[src/rtl/blk_timing_gen_pkg.sv]
// rtl/blk_timing_gen_pkg.sv - grid constants, state type and width helper for the block timing generator
package blk_timing_gen_pkg;

   localparam int unsigned HBLKS = 10;
   localparam int unsigned VBLKS = 10;
   localparam int unsigned BLK_W = 30;
   localparam int unsigned BLK_H = 30;
   localparam int unsigned PXS   = BLK_W * BLK_H;

   typedef enum logic [1:0] {
      SYNC,
      ACTIVE,
      OVER
   } state_t;

   function automatic int unsigned cnt_w(input int unsigned n);
      return (n > 1) ? $clog2(n) : 1;
   endfunction

endpackage

[src/rtl/wrap_counter.sv]
// rtl/wrap_counter.sv - modulo-MAX counter with synchronous clear and a wrap pulse
module wrap_counter #(
   parameter int unsigned MAX   = 2,
   parameter int unsigned WIDTH = (MAX > 1) ? $clog2(MAX) : 1
) (
   input  logic             clk_i,
   input  logic             rst_i,
   input  logic             clear,
   input  logic             inc,
   output logic [WIDTH-1:0] value,
   output logic             wrap
);

   assign wrap = inc && (value == WIDTH'(MAX - 1));

   always_ff @(posedge clk_i or posedge rst_i) begin
      if (rst_i) begin
         value <= '0;
      end else if (clear) begin
         value <= '0;
      end else if (inc) begin
         value <= wrap ? '0 : value + 1'b1;
      end
   end

endmodule

[src/rtl/blk_timing_gen.sv]
// rtl/blk_timing_gen.sv - block-grid save strobes and geometry check derived from de/vs timing
module blk_timing_gen #(
   parameter int unsigned HBLKS = blk_timing_gen_pkg::HBLKS,
   parameter int unsigned VBLKS = blk_timing_gen_pkg::VBLKS,
   parameter int unsigned BLK_W = blk_timing_gen_pkg::BLK_W,
   parameter int unsigned BLK_H = blk_timing_gen_pkg::BLK_H
) (
   input  logic                       clk_i,
   input  logic                       rst_i,
   input  logic                       de_i,
   input  logic                       vs_i,
   input  logic [23:0]                wd_i,
   output logic                       de_o,
   output logic [23:0]                wd_o,
   output logic                       h_save_o,
   output logic                       v_save_o,
   output logic [$clog2(HBLKS)-1:0]   blk_x_o,
   output logic [$clog2(VBLKS)-1:0]   blk_y_o,
   output logic                       frame_o,
   output logic                       geom_err_o
);
   import blk_timing_gen_pkg::*;

   localparam int unsigned PW      = cnt_w(BLK_W);
   localparam int unsigned XW      = cnt_w(HBLKS);
   localparam int unsigned LW      = cnt_w(BLK_H);
   localparam int unsigned YW      = cnt_w(VBLKS);
   localparam int unsigned LINE_PX = HBLKS * BLK_W;
   localparam int unsigned TW      = $clog2(LINE_PX + 1) + 1;

   state_t        state;
   logic          de_q, vs_q, frame_pend, line_done;
   logic [TW-1:0] tot_px;
   logic [PW-1:0] px_cnt;
   logic [XW-1:0] bx_cnt;
   logic [LW-1:0] ln_cnt;
   logic [YW-1:0] by_cnt;
   logic          px_wrap, bx_wrap, ln_wrap, by_wrap;
   logic          vs_rise, de_fall, act, line_end;

   assign vs_rise  = vs_i & ~vs_q;
   assign de_fall  = de_q & ~de_i;
   assign act      = (state == ACTIVE) & ~vs_rise;
   assign line_end = vs_rise | de_fall;

   wrap_counter #(.MAX(BLK_W), .WIDTH(PW)) u_px (
      .clk_i(clk_i), .rst_i(rst_i), .clear(line_end), .inc(act & de_i),
      .value(px_cnt), .wrap(px_wrap));

   // bx keeps wrapping on over-long lines; line_done holds the reported column at the last block
   wrap_counter #(.MAX(HBLKS), .WIDTH(XW)) u_bx (
      .clk_i(clk_i), .rst_i(rst_i), .clear(line_end), .inc(px_wrap),
      .value(bx_cnt), .wrap(bx_wrap));

   wrap_counter #(.MAX(BLK_H), .WIDTH(LW)) u_ln (
      .clk_i(clk_i), .rst_i(rst_i), .clear(vs_rise), .inc(act & de_fall),
      .value(ln_cnt), .wrap(ln_wrap));

   wrap_counter #(.MAX(VBLKS), .WIDTH(YW)) u_by (
      .clk_i(clk_i), .rst_i(rst_i), .clear(vs_rise), .inc(ln_wrap),
      .value(by_cnt), .wrap(by_wrap));

   always_ff @(posedge clk_i or posedge rst_i) begin
      if (rst_i) begin
         state      <= SYNC;
         de_q       <= 1'b0;
         vs_q       <= 1'b0;
         frame_pend <= 1'b0;
         line_done  <= 1'b0;
         tot_px     <= '0;
         de_o       <= 1'b0;
         wd_o       <= '0;
         h_save_o   <= 1'b0;
         v_save_o   <= 1'b0;
         blk_x_o    <= '0;
         blk_y_o    <= '0;
         frame_o    <= 1'b0;
         geom_err_o <= 1'b0;
      end else begin
         de_q     <= de_i;
         vs_q     <= vs_i;
         de_o     <= de_i;
         wd_o     <= wd_i;
         h_save_o <= px_wrap & ~line_done;
         v_save_o <= ln_wrap;
         blk_x_o  <= line_done ? ($clog2(HBLKS))'(HBLKS - 1) : ($clog2(HBLKS))'(bx_cnt);
         blk_y_o  <= ($clog2(VBLKS))'(by_cnt);
         frame_o  <= act & de_i & frame_pend;

         if (line_end) begin
            tot_px    <= '0;
            line_done <= 1'b0;
         end else begin
            if (act && de_i && (tot_px != '1)) tot_px <= tot_px + 1'b1;
            if (bx_wrap) line_done <= 1'b1;
         end

         if (act && de_i) frame_pend <= 1'b0;

         if (vs_rise) begin
            frame_pend <= 1'b1;
            state      <= ACTIVE;
            if ((state == ACTIVE) || de_i) geom_err_o <= 1'b1;
         end else begin
            case (state)
               ACTIVE: begin
                  if (de_fall) begin
                     if (tot_px != TW'(LINE_PX)) geom_err_o <= 1'b1;
                     if (by_wrap) state <= OVER;
                  end
               end
               OVER: begin
                  if (de_i) geom_err_o <= 1'b1;
               end
               default: ;
            endcase
         end
      end
   end

endmodule

[config.mk]
export PLATFORM = sky130hd
export DESIGN_NAME = blk_timing_gen
export DESIGN_NICKNAME = d
export VERILOG_FILES = /design/src/rtl/blk_timing_gen_pkg.sv /design/src/rtl/wrap_counter.sv /design/src/rtl/blk_timing_gen.sv
export SDC_FILE = /design/constraint.sdc
export NUM_CORES = 1
export LEC_CHECK = 0
export CORE_MARGIN = 5
export CORE_UTILIZATION = 35
export DETAILED_ROUTE_END_ITERATION = 10
export PLACE_DENSITY = 0.67
export SLEW_MARGIN = 20
export SYNTH_ARGS = -nofsm -noshare
export SYNTH_HDL_FRONTEND = slang
export SYNTH_SLANG_ARGS = --single-unit
[constraint.sdc]
create_clock -name clk_i -period 3.12 [get_ports clk_i]
set_input_delay 0.624 -clock clk_i [delete_from_list [all_inputs] [get_ports clk_i]]
set_output_delay 0.624 -clock clk_i [all_outputs]
set_load 0.02 [all_outputs]
==> reports/qor.yml <==
netlist.area_leader.share_pct: 60.0
fin_area_mm2: 0.00387
tightestPinTransition_ns: 0.629
portBuffers: 64
reg2reg_to: "u_bx.value[2]"
wl_met1_mm: 2.83
cp.arrival_ns: 2.40
grt_max_degree: 71
antenna_found_initial: 0
initial_core_util_pct: 35.7
grt_usage_pct: 12.6
drt-initial-drc-count: 120
first_pass_iters: 4
crit_path_start: "de_i"
syn_nets: 295
critPathKind: "primary input to register"
cts_root_buf: "clkbuf_8"
setup_tns_ns: 0
rows: 33
p_switching_uw: 454
end_kind: "register"
cts_max_level: 3
detailroute.via_count: 2185
die_height_um: 101
intPower_mw: 1.40
cts_tree: "built"
synth_cells: 255
areaGrowthSynthToFinish_pct: 32.5
required_ns: 3.38
nets: 364
clock-sinks: 70
wl_mm: 6.15
rsz0062_at_grt: "false"
min_from: "u_by.value[3]"
detail_route.wl_per_cell_um: 14.2
path_max_fanout: 9
synth_edf_count: 0
pin_count: 65
ir_worst_vdd_mv: 0.169
ys.flop_type: "dfrtp_1"
seqPwrFrac_pct: 51.6
clock_path_buffers: 2
layout_common_cells: "70 x dfrtp_1, 64 x clkdlybuf4s50_1, 21 x nand2_1"
swShare_pct: 24.5
grt.overflow.total: 0
start_kind: "primary input"
setup_slack_ns: 0.975
synthArstFlopShare_pct: 100
cts_buffers: 9
dpl_cell_area_mm2: 0.00367
fmax_mhz: 466
r2r_slack_ns: 1.11
place_congestion: 0.862
reg2reg_depth: 6
max-cap-violations: 0
insertion_delay_ns: 0.34
dpl.hpwl_mm: 4.48
die_area_mm2: 0.0103
synth_area_leaders: "dfrtp_1 60%, ha_1 5.1%, a21oi_1 3.4%"
setup_viol: 0
yosysWarnings: 0
hp-class: "register to register"
core_area_mm2: 0.00818
pwr-share-comb_pct: 10.0
post-route-min-period_ns: 2.15
finalCritPeriodShare_pct: 68.8
r2r_start: "state[1]"
cts.reportedPaths.clkPinSlew_ns: 0.07
ctsResizeCount: 0
p_clk_share_pct: 38.4
hold_violations: 0
ys_seq_area_share_pct: 60.0
cts_hold_buf: 0
drive_gt1_share_pct: 7.90
grt_pass1_wl_mm: 10.0
routed_via_density: 5.03
syn_area_per_cell_um2: 11.4
postCtsSetupBuffers: 0
ant_nets: 0
die_width_um: 101
utilization_pct: 47.3
outcome: "complete, no violations"
syn_area_mm2: 0.00292
pre_cts_slack_ns: 0.629
drcViolationCount: 0
slew_viol_final: 0
synth_largest_area_cell: "dfrtp_1"
final_common_cell: "dfrtp_1"
slew_headroom_pct: 58.0
endpoint: "u_bx.value[2]"
leakage_nw: 1.75
synth.ff_latch_count: 70
grt_pass1_vias: 2027
pwr_density_cell_mw_per_mm2: 479
ys_types: 49
maxUsedRoutingLayer: "met4"
n_antenna_cell: 0
skew_ns: 0.00429
wl_met3_um: 447
wl_met2_mm: 2.76
-- worst max-delay path, stage by stage --
cell and delay (ns):
clkdlybuf4s50_1 0.59, and2_1 0.39, nand3_4 0.16, or4_1 0.49, a21oi_1 0.14
-- final cells by class --
type	count	area (um^2)
fillers	744	4310
flip-flops and latches	70	1750
inverters	12	45.0
well taps	105	131
multi-input cells	164	1070
repair buffers	67	676
clock inverters	7	72.6
clock buffers	9	124
-- kinds of logic after synthesis --
logic type	count (synthesis)	synth area share (%)
AO/OA/AOI/OAI	48	10.5
multiplexers	4	1.37
buffers and inverters	21	3.39
AND/OR/NAND/NOR	100	19.6
adder cells (fa/ha/maj)	12	5.14
flip-flops	70	60.0
-- power groups by stage --
stage	combinational [mW]	clock [mW]	sequential (mW)
finish	0.186	0.710	0.956
global route	0.204	0.781	0.959
CTS	0.189	0.741	0.955
detailed placement	0.189	0	0.973
global placement	0.186	0	0.972
floorplan	0.0697	0	0.993
-- layer usage --
layer	track usage [%]	vias up
li1	-	1046
met1	16.4	1060
met2	19.1	70
met3	3.99	9
met4	5.83	0
met5	0	-
-- registers in the layout, indices dropped and copies added, names as in the netlist, 2 cells and up --
name and count:
blk_y_o 4, u_by.value 4, wd_o 24, state 2, blk_x_o 4, u_bx.value 4
tot_px 10, u_px.value 5, u_ln.value 5
-- synthesized netlist by cell type (5+ instances only) --
cell	count
and3_1	9
ha_1	12
inv_1	12
nor3_1	5
o21ai_0	7
dfrtp_1	70
nand3_1	9
or3_1	8
nand2_1	21
a21oi_1	20
nor2_1	15
-- stage by stage --
step / total power [mW] / std cells / hold WS, ns
4_1_cts: 1.89 / 434 / 0.417
6_report: 1.85 / 434 / 0.414
5_1_grt: 1.94 / 434 / 0.443
3_3_place_gp: 1.16 / 418 / 0.397
3_5_place_dp: 1.16 / 418 / 0.399
2_1_floorplan: 1.06 / 255 / 0.374
-- how the worst min path moves through the flow --
stage                       to  slack (ns)  cells past startpoint
floorplan           blk_y_o[3]        0.37                      0
global placement    blk_y_o[3]        0.40                      0
detailed placement  blk_y_o[3]        0.40                      0
CTS                 blk_y_o[3]        0.42                      0
global route        blk_y_o[3]        0.44                      0
finish              blk_y_o[3]        0.41                      0
No activity file was read; power rests on OpenSTA's default activity.
